**config.mk**
```make
export PLATFORM = sky130hd
export DESIGN_NAME = i2c_slave_responder_flat
export DESIGN_NICKNAME = d
export VERILOG_FILES = /design/src/rtl/i2c_slave_responder_if.sv /design/src/rtl/i2c_slave_responder.sv /design/src/flat_wrapper.sv
export SDC_FILE = /design/constraint.sdc
export NUM_CORES = 1
export LEC_CHECK = 0
export CAP_MARGIN = 10
export CORE_ASPECT_RATIO = 1.4
export CORE_MARGIN = 2
export CORE_UTILIZATION = 30
export CTS_CLUSTER_SIZE = 25
export DETAILED_ROUTE_END_ITERATION = 10
export SKIP_CTS_REPAIR_TIMING = 1
export SYNTH_ARGS = -nofsm -noshare
export SYNTH_HDL_FRONTEND = slang
export SYNTH_SLANG_ARGS = --single-unit
export TNS_END_PERCENT = 100
```
**constraint.sdc**
```tcl
create_clock -name clk -period 2.25 [get_ports clk]
set_input_delay 0.45 -clock clk [delete_from_list [all_inputs] [get_ports clk]]
set_output_delay 0.45 -clock clk [all_outputs]
set_load 0.1 [all_outputs]
```
**src/rtl/i2c_slave_responder_if.sv**
```systemverilog
// Bus bundle between the I2C responder and its environment: pad-side SCL/SDA
// plus the register-bank strobe interface.
interface i2c_slave_responder_if;
  logic       i2c_sclk;
  logic       i2c_sdat_in;
  logic       i2c_sdat_oe;
  logic [7:0] reg_addr;
  logic       reg_wr_en;
  logic [7:0] reg_wr_data;
  logic [7:0] reg_rd_data;
  logic       reg_rd_en;
  logic       busy;

  modport slave (
    input  i2c_sclk, i2c_sdat_in, reg_rd_data,
    output i2c_sdat_oe, reg_addr, reg_wr_en, reg_wr_data, reg_rd_en, busy
  );

  modport master (
    output i2c_sclk, i2c_sdat_in, reg_rd_data,
    input  i2c_sdat_oe, reg_addr, reg_wr_en, reg_wr_data, reg_rd_en, busy
  );
endinterface

```
**src/rtl/i2c_slave_responder.sv**
```systemverilog
// I2C/SCCB target: oversampled SCL/SDA, 7-bit address match, register pointer,
// auto-incrementing burst writes and reads over a strobe register bus.
module i2c_slave_responder #(
  parameter logic [6:0] DEVICE_ADDR = 7'h21,
  parameter int         FILTER_LEN  = 4
) (
  input logic clk,
  input logic rst,
  i2c_slave_responder_if.slave bus
);

  localparam logic [3:0] CNT_MAX = 4'(FILTER_LEN - 1);

  typedef enum logic [3:0] {
    IDLE, DEV_ADDR, ACK_ADDR, REG_PTR, ACK_WR, WR_DATA,
    RD_LOAD, RD_DATA, RD_ACK, RD_WAIT
  } state_e;

  // index 0 = SCL, index 1 = SDA
  logic [1:0]      raw, s1_q, s2_q, filt_q, prev_q;
  logic [1:0][3:0] fcnt_q;

  assign raw = {bus.i2c_sdat_in, bus.i2c_sclk};

  always_ff @(posedge clk) begin
    if (rst) begin
      s1_q   <= 2'b11;
      s2_q   <= 2'b11;
      filt_q <= 2'b11;
      prev_q <= 2'b11;
      fcnt_q <= '0;
    end else begin
      s1_q   <= raw;
      s2_q   <= s1_q;
      prev_q <= filt_q;
      for (int i = 0; i < 2; i++) begin
        if (s2_q[i] == filt_q[i]) begin
          fcnt_q[i] <= 4'd0;
        end else if (fcnt_q[i] == CNT_MAX) begin
          filt_q[i] <= s2_q[i];
          fcnt_q[i] <= 4'd0;
        end else begin
          fcnt_q[i] <= fcnt_q[i] + 4'd1;
        end
      end
    end
  end

  logic scl_rise, scl_fall, sda_bit, start_c, stop_c;
  assign scl_rise = filt_q[0] & ~prev_q[0];
  assign scl_fall = ~filt_q[0] & prev_q[0];
  assign sda_bit  = filt_q[1];
  assign start_c  = ~filt_q[1] & prev_q[1] & filt_q[0];
  assign stop_c   = filt_q[1] & ~prev_q[1] & filt_q[0];

  state_e     state_q;
  logic [3:0] bcnt_q;
  logic [7:0] shift_q, addr_q, wr_data_q;
  logic       rw_q, oe_q, wr_en_q, rd_en_q, busy_q;

  always_ff @(posedge clk) begin
    if (rst) begin
      state_q   <= IDLE;
      bcnt_q    <= 4'd0;
      shift_q   <= 8'h00;
      addr_q    <= 8'h00;
      wr_data_q <= 8'h00;
      rw_q      <= 1'b0;
      oe_q      <= 1'b0;
      wr_en_q   <= 1'b0;
      rd_en_q   <= 1'b0;
      busy_q    <= 1'b0;
    end else begin
      wr_en_q <= 1'b0;
      rd_en_q <= 1'b0;
      if (start_c) begin
        state_q <= DEV_ADDR;
        bcnt_q  <= 4'd0;
        oe_q    <= 1'b0;
      end else if (stop_c) begin
        state_q <= IDLE;
        oe_q    <= 1'b0;
        busy_q  <= 1'b0;
      end else begin
        case (state_q)
          DEV_ADDR: begin
            if (scl_rise) begin
              shift_q <= {shift_q[6:0], sda_bit};
              bcnt_q  <= bcnt_q + 4'd1;
            end else if (scl_fall && bcnt_q == 4'd8) begin
              if (shift_q[7:1] == DEVICE_ADDR) begin
                oe_q    <= 1'b1;
                busy_q  <= 1'b1;
                rw_q    <= shift_q[0];
                state_q <= ACK_ADDR;
              end else begin
                busy_q  <= 1'b0;
                state_q <= IDLE;
              end
            end
          end
          ACK_ADDR: begin
            if (scl_fall) begin
              bcnt_q <= 4'd0;
              if (rw_q) begin
                state_q <= RD_LOAD;
              end else begin
                oe_q    <= 1'b0;
                state_q <= REG_PTR;
              end
            end
          end
          REG_PTR: begin
            if (scl_rise) begin
              shift_q <= {shift_q[6:0], sda_bit};
              bcnt_q  <= bcnt_q + 4'd1;
            end else if (scl_fall && bcnt_q == 4'd8) begin
              addr_q  <= shift_q;
              oe_q    <= 1'b1;
              state_q <= ACK_WR;
            end
          end
          ACK_WR: begin
            if (scl_fall) begin
              oe_q    <= 1'b0;
              bcnt_q  <= 4'd0;
              state_q <= WR_DATA;
            end
          end
          WR_DATA: begin
            if (scl_rise) begin
              shift_q <= {shift_q[6:0], sda_bit};
              bcnt_q  <= bcnt_q + 4'd1;
              if (bcnt_q == 4'd7) begin
                wr_en_q   <= 1'b1;
                wr_data_q <= {shift_q[6:0], sda_bit};
              end
            end else if (scl_fall && bcnt_q == 4'd8) begin
              oe_q    <= 1'b1;
              addr_q  <= addr_q + 8'd1;
              state_q <= ACK_WR;
            end
          end
          RD_LOAD: begin
            // bit 7 goes out now; the shifter keeps bits 6..0 for later falls
            shift_q <= {bus.reg_rd_data[6:0], 1'b1};
            oe_q    <= ~bus.reg_rd_data[7];
            rd_en_q <= 1'b1;
            addr_q  <= addr_q + 8'd1;
            bcnt_q  <= 4'd1;
            state_q <= RD_DATA;
          end
          RD_DATA: begin
            if (scl_fall) begin
              if (bcnt_q == 4'd8) begin
                oe_q    <= 1'b0;
                bcnt_q  <= 4'd0;
                state_q <= RD_ACK;
              end else begin
                oe_q    <= ~shift_q[7];
                shift_q <= {shift_q[6:0], 1'b1};
                bcnt_q  <= bcnt_q + 4'd1;
              end
            end
          end
          RD_ACK: begin
            // bcnt_q = 1 marks an ACK seen; the next falling edge fetches a byte
            if (scl_rise) begin
              if (sda_bit) state_q <= RD_WAIT;
              else         bcnt_q  <= 4'd1;
            end else if (scl_fall && bcnt_q == 4'd1) begin
              state_q <= RD_LOAD;
            end
          end
          IDLE, RD_WAIT: ;
          default: state_q <= IDLE;
        endcase
      end
    end
  end

  assign bus.i2c_sdat_oe = oe_q;
  assign bus.reg_addr    = addr_q;
  assign bus.reg_wr_en   = wr_en_q;
  assign bus.reg_wr_data = wr_data_q;
  assign bus.reg_rd_en   = rd_en_q;
  assign bus.busy        = busy_q;

endmodule

```
**src/flat_wrapper.sv**
```systemverilog
// flat-port wrapper written by rule: the top's interface ports become plain ports
module i2c_slave_responder_flat 
#(
  parameter logic [6:0] DEVICE_ADDR = 7'h21,
  parameter int         FILTER_LEN  = 4
)
  (clk, rst, bus_i2c_sclk, bus_i2c_sdat_in, bus_reg_rd_data, bus_i2c_sdat_oe, bus_reg_addr, bus_reg_wr_en, bus_reg_wr_data, bus_reg_rd_en, bus_busy);
  i2c_slave_responder_if bus_i ();
  input logic clk;
  input logic rst;
  input wire logic [$bits(bus_i.i2c_sclk)-1:0] bus_i2c_sclk;
  input wire logic [$bits(bus_i.i2c_sdat_in)-1:0] bus_i2c_sdat_in;
  input wire logic [$bits(bus_i.reg_rd_data)-1:0] bus_reg_rd_data;
  output wire logic [$bits(bus_i.i2c_sdat_oe)-1:0] bus_i2c_sdat_oe;
  output wire logic [$bits(bus_i.reg_addr)-1:0] bus_reg_addr;
  output wire logic [$bits(bus_i.reg_wr_en)-1:0] bus_reg_wr_en;
  output wire logic [$bits(bus_i.reg_wr_data)-1:0] bus_reg_wr_data;
  output wire logic [$bits(bus_i.reg_rd_en)-1:0] bus_reg_rd_en;
  output wire logic [$bits(bus_i.busy)-1:0] bus_busy;
  assign bus_i.i2c_sclk = bus_i2c_sclk;
  assign bus_i.i2c_sdat_in = bus_i2c_sdat_in;
  assign bus_i.reg_rd_data = bus_reg_rd_data;
  assign bus_i2c_sdat_oe = bus_i.i2c_sdat_oe;
  assign bus_reg_addr = bus_i.reg_addr;
  assign bus_reg_wr_en = bus_i.reg_wr_en;
  assign bus_reg_wr_data = bus_i.reg_wr_data;
  assign bus_reg_rd_en = bus_i.reg_rd_en;
  assign bus_busy = bus_i.busy;
  i2c_slave_responder #(.DEVICE_ADDR(DEVICE_ADDR), .FILTER_LEN(FILTER_LEN)) u_core (.clk(clk), .rst(rst), .bus(bus_i));
endmodule
```
== Yosys cells after proc, flatten, opt, wreduce, memory -nomap -nowiden ==
Cells that the tools add are included.

* Bits in writable memories: 0
* Memories kept: 0
* Output and inout port bits: 20
* Latch bits: 0
* Register bits: 53
* Bits in read-only memories: 0

* Eq/ne operators: 50
* Add/subtract/negate cells: 4
* Bitwise logic cells: 19
* Multiplexer cells: 50
* Shift operators: 0
* Reduce and logical (&&, ||, !) cells: 29
* Multipliers: 0
* Magnitude comparators: 0
* Div/mod/pow operators: 0

{| class="wikitable"
|+ Operators with widths
! cell !! count
|-
| two-way mux 4 bit || 17
|-
| two-way mux 8 bit || 7
|-
| case mux 8 bit (3 select lines) || 2
|-
| case mux 4 bit (8 select lines) || 1
|-
| != test 2 x 1 -> 1 bit (second input constant) || 12
|-
| != test 4 x 1 -> 1 bit (second input constant) || 6
|-
| AND reduction 11 bit || 2
|-
| equality test 4 x 3 -> 1 bit (second input constant) || 5
|-
| case mux 4 bit (5 select lines) || 1
|-
| two-way mux 1 bit || 19
|-
| equality test 4 x 2 -> 1 bit (second input constant) || 4
|-
| != test 2 bit (second input constant) || 8
|-
| AND reduction 7 bit || 2
|-
| NOT 1 bit || 13
|-
| adder 4 x 1 -> 4 bit (second input constant) || 3
|-
| equality test 4 bit (second input constant) || 3
|-
| AND reduction 6 bit || 2
|-
| OR reduction 3 bit || 4
|-
| AND reduction 10 bit || 1
|-
| adder 8 x 1 -> 8 bit (second input constant) || 1
|-
| equality test 4 x 1 -> 1 bit (second input constant) || 2
|-
| != test 4 bit (second input constant) || 2
|-
| OR reduction 2 bit || 4
|-
| equality test 7 x 6 -> 1 bit (second input constant) || 1
|-
| 19 further kinds || 30
|}

== Logic depth before layout (Yosys ltp) ==
* Depth in word-level cells: 8
* Mapped depth: 9

== Least setup slack after synthesis ==
Ideal clock, no wire load.

* Path kind: register -> register
* Start point: register u_core.addr_q[1] (netlist: u_core.bus.reg_addr[1])
* End point: register u_core.addr_q[6] (netlist: u_core.bus.reg_addr[6])
* Setup time: 0.134 ns
* Stages on the path, launching flop included: 7
* Slack: 0.230 ns
* Arrival: 1.886 ns
* Path through: dfxtp_1 ha_1 nand2_1 nor3_1 nand2_1 o21ai_0 a211oi_2

* Word-level cells in the longest chain between the ends: 4

{| class="wikitable"
|+ Ends and longest elaborated chain
! what !! line !! source
|-
| from (decl) || i2c_slave_responder.sv:58 || <nowiki>logic [7:0] shift_q, addr_q, wr_data_q;</nowiki>
|-
| from (signal assigned) || i2c_slave_responder.sv:118 || <nowiki>addr_q <= shift_q;</nowiki>
|-
| from (signal assigned) || i2c_slave_responder.sv:140 || <nowiki>addr_q <= addr_q + 8'd1;</nowiki>
|-
| from (signal assigned) || i2c_slave_responder.sv:149 || <nowiki>addr_q <= addr_q + 8'd1;</nowiki>
|-
| adder 8 x 1 -> 8 bit (*) || i2c_slave_responder.sv:140, i2c_slave_responder.sv:149 ||
|-
| two-way mux 8 bit || i2c_slave_responder.sv:138 || <nowiki>end else if (scl_fall && bcnt_q == 4'd8) begin</nowiki>
|-
| two-way mux 8 bit || i2c_slave_responder.sv:131 || <nowiki>if (scl_rise) begin</nowiki>
|-
| case mux 8 bit (3 select lines) (*) || i2c_slave_responder.sv:85 || <nowiki>case (state_q)</nowiki>
|}

Mark *: on every way between the ends. The rest lies on a longest branch, timed or not. The select of a mux whose other input is x is not followed.
A chain may end at the register's enable or synchronous reset.

== Worst setup path after layout ==
* Start point: register u_core.bcnt_q[1]
* End point: register u_core.addr_q[7] (netlist: u_core.bus.reg_addr[7])

* Word-level cells in the longest chain between the ends: 4
* Elaborated cells between the ends (all ways): 5
* Those cells by class: eq/ne (3); reduce/logical (2)

{| class="wikitable"
|+ Ends and longest elaborated chain
! what !! line !! source
|-
| from (decl) || i2c_slave_responder.sv:57 || <nowiki>logic [3:0] bcnt_q;</nowiki>
|-
| from (signal assigned) || i2c_slave_responder.sv:89 || <nowiki>bcnt_q <= bcnt_q + 4'd1;</nowiki>
|-
| from (signal assigned) || i2c_slave_responder.sv:116 || <nowiki>bcnt_q <= bcnt_q + 4'd1;</nowiki>
|-
| from (signal assigned) || i2c_slave_responder.sv:133 || <nowiki>bcnt_q <= bcnt_q + 4'd1;</nowiki>
|-
| equality test 4 bit (*) || i2c_slave_responder.sv:117, i2c_slave_responder.sv:138 ||
|-
| logical AND 1 bit (*) || i2c_slave_responder.sv:117, i2c_slave_responder.sv:138 ||
|-
| != test 2 x 1 -> 1 bit (no source line) || -- ||
|-
| AND reduction 7 bit (no source line) (*) || -- ||
|}

Mark *: on every way between the ends. The rest lies on a longest branch, timed or not.

==> results.sh <==
export IMPL_period_needed_ns=2.031
export IMPL_wl_per_cell_um=15.34
export IMPL_clkPwrFrac_pct=43.0
export IMPL_vias_per_cell=5.216
export IMPL_floorplan_initialDensity_pct=31.03
export IMPL_utilization_pct=37.72
export IMPL_place_ws_ns=0.1883
export IMPL_synth_top_area_share_pct=37.66
export IMPL_dr_pass1_iters=4
export IMPL_synth_main_ff_cell="dfxtp_1"
export IMPL_synth_distinct_cells=62
export IMPL_cts_buffer_depth=2
export IMPL_post_synth_instance_area_um2=2818
export IMPL_p_int_mw=1.569
export IMPL_yosysSeqAreaShare_pct=37.66
export IMPL_synth_area_per_cell_um2=8.591
export IMPL_p_comb_share_pct=10.6
export IMPL_setup_slack_ns=0.2190
export IMPL_num_vias=2488
export IMPL_place_gp_congestion=0.8625
export IMPL_drive_above_1_share_pct=20.00
export IMPL_switching_power_mw=0.5192
export IMPL_synth_seq_cells=53
export IMPL_yosysMostFrequentCell="dfxtp_1"
export IMPL_hold_class="reg -> reg"
export IMPL_wl_met3_um=213
export IMPL_numPortBuffers=31
export IMPL_synthCells=328
export IMPL_critPathSlowestCell="dfxtp_1"
export IMPL_powerDensity_nw_per_um2=609.8
export IMPL_leakagePower_nw=1.339
export IMPL_setup_worst_path_start_class="flip-flop"
export IMPL_wl_met1_um=2961
export IMPL_synth_warnings=0
export IMPL_tritoncts="done"
export IMPL_power_mw=2.088
export IMPL_endpoint_kind="flip-flop"
export IMPL_p_seq_share_pct=46.4
export IMPL_crit_arrival_ns=2.27
export IMPL_worstMarginPinSlew_ns=0.4760
export IMPL_clock_latency_ns=0.30
export IMPL_cts_inserted_buffers=5
export IMPL_core_area_um2=9080
export IMPL_dr_first_iter_drc_count=96
export IMPL_grt_usage_pct=14.81
export IMPL_hold_viol=0
export IMPL_crit_type="reg -> reg"
export IMPL_sw_frac_of_total_pct=24.86
export IMPL_tns_ns=0
export IMPL_grt_pass1_wl_um=11980
export IMPL_period_share_pct=90.27
export IMPL_max_slew_margin_pct=68.18
export IMPL_io_pins=32
export IMPL_async_reset_ff_share_pct=0
export IMPL_ctsRootBufferMaster="clkbuf_16"
export IMPL_row_count=41
export IMPL_fmax_ghz=0.4924
export IMPL_fp_dieArea_um2=10190
export IMPL_synth_area_top_cells="dfxtp_1 38%, nand2_1 5.9%, nor2_1 5.3%"
export IMPL_dp_hpwl_um=5527
export IMPL_vdd_drop_max_mv=0.3750
export IMPL_die_w_um=85.91
export IMPL_timing_hold_ws_ns=0.4121
export IMPL_yosys_top_cells_count="53 x dfxtp_1, 44 x nand2_1, 40 x nor2_1"
export IMPL_cts_htree_levels=2
export IMPL_dr_max_layer_used="met4"
export IMPL_syn_num_nets=346
export IMPL_area_growth_pct=21.54
export IMPL_clkTransAtPathRegs_ns=0.07
export IMPL_antenna_cells=0
export IMPL_grt_overflow_total=0
export IMPL_die_y_um=118.7
export IMPL_final_nets=387
export IMPL_maxSlewViolCount=0
export IMPL_status="completed"
export IMPL_antenna_found_initial=0
export IMPL_critPathRequiredTime_ns=2.49
export IMPL_route_met2_wl_um=3940
export IMPL_drc_errors=0
export IMPL_setup_viol=0
export IMPL_cts_sinks=53
export IMPL_rsz0062_at_grt="no"
export IMPL_cp_max_fo=14
export IMPL_drt_wl_total_um=7318
export IMPL_synth_top_cell_by_area="dfxtp_1"
export IMPL_grt_max_degree=25
export IMPL_clock_skew_ns=0.005230
export IMPL_ant_nets=0
export IMPL_grt_pass1_vias=2489
export IMPL_timing_critical_path_cells="inv_1 > ha_1 > and3b_1 > a31o_1 > a32oi_2 > a211oi_4 > buf_4 > a21bo_2 > a21oi_1"
export IMPL_max_cap_violations=0
export IMPL_synth_edf_count=0
export IMPL_slowest_delay_ns=0.41
[layout by cell type (no fill, tap or decap), types with 3 or more instances in the layout]
master	n
a211oi_1	4
inv_1	10
nand2_1	44
o31ai_1	4
ha_1	6
nand3_1	10
a311oi_1	7
buf_4	38
nor2_1	40
o211ai_1	5
nand2b_1	9
clkbuf_16	5
xnor2_1	4
nor2b_1	6
mux2i_1	14
or2_2	6
nor3_1	4
nor2_2	3
xor2_1	3
a31oi_1	4
a21oi_1	19
o21ai_0	10
dfxtp_1	52
clkdlybuf4s50_1	11
[metrics by stage]
stage | cells | cell area [µm²]
floorplan | 328 | 2818
global placement | 469 | 3254
detailed placement | 469 | 3254
CTS | 477 | 3423
global route | 477 | 3425
finish | 477 | 3425
[cell type report]
| type | instances | area [µm²] |
|---|---|---|
| sequential | 53 | 1062 |
| inverter | 10 | 37.54 |
| tap | 107 | 133.9 |
| timing repair buffer | 49 | 395.4 |
| clock buffer | 5 | 125.1 |
| clock inverter | 3 | 43.79 |
| fill | 924 | 5655 |
| multi-input combinational | 250 | 1627 |
[worst paths after layout]
kind	start	endpoint	slack (ns)	cells past startpoint
worst max-delay path	u_core.bcnt_q[1]$_SDFFE_PP0P_	u_core.bus.reg_addr[7]$_SDFFE_PP0P_	0.22	9
worst min register to register	u_core.s1_q[1]$_SDFF_PP1_	u_core.s2_q[1]$_SDFF_PP1_	0.41	1
worst min-delay path	u_core.s1_q[1]$_SDFF_PP1_	u_core.s2_q[1]$_SDFF_PP1_	0.41	1
worst max register to register	u_core.bcnt_q[1]$_SDFFE_PP0P_	u_core.bus.reg_addr[7]$_SDFFE_PP0P_	0.22	9
[power groups by stage]
| stage | logic, mW | clock network (mW) | registers (mW) |
|---|---|---|---|
| after global placement | 0.220 | 0 | 0.991 |
| after floorplan | 0.125 | 0 | 1.02 |
| after CTS | 0.222 | 0.923 | 0.969 |
| after global routing | 0.243 | 0.947 | 0.971 |
| after detailed placement | 0.220 | 0 | 0.991 |
| final | 0.221 | 0.898 | 0.969 |
[registers in the layout (all words and copies together) (netlist names)]
register,cells
u_core.bus.i2c_sdat_oe,1
u_core.state_q,4
u_core.fcnt_q,8
u_core.prev_q,2
u_core.s2_q,2
u_core.bus.reg_rd_en,1
u_core.shift_q,8
u_core.bcnt_q,4
u_core.filt_q,2
u_core.bus.reg_wr_en,1
u_core.s1_q,2
u_core.bus.busy,1
u_core.rw_q,1
u_core.bus.reg_addr,8
u_core.bus.reg_wr_data,8
[worst max-delay path, delay by kind of cell, from the launching register on]
kind / cells / cell delay, ns
adders and majority gates: 1 / 0.23
DFF: 1 / 0.41
and+or+nand+nor: 1 / 0.21
AOI/OAI and AO/OA: 5 / 0.82
buffers and inverters: 2 / 0.30
[routing by layer]
| layer | GRT usage [%] | vias to the layer above |
|---|---|---|
| met5 | 0 | - |
| met4 | 7.440 | 0 |
| met2 | 27.33 | 51 |
| met3 | 2.514 | 12 |
| met1 | 15.66 | 1182 |
| li1 | - | 1243 |
[cells by family after synthesis]
kind of cell | share of synthesized area (%)
AND/OR/NAND/NOR | 27.53
AO/OA/AOI/OAI | 20.38
flip-flops | 37.66
buffers and inverters | 4.618
multiplexers | 4.973
XOR/XNOR | 2.176
adder cells (fa/ha/maj) | 2.664
(Power assumes the default switching activity.)
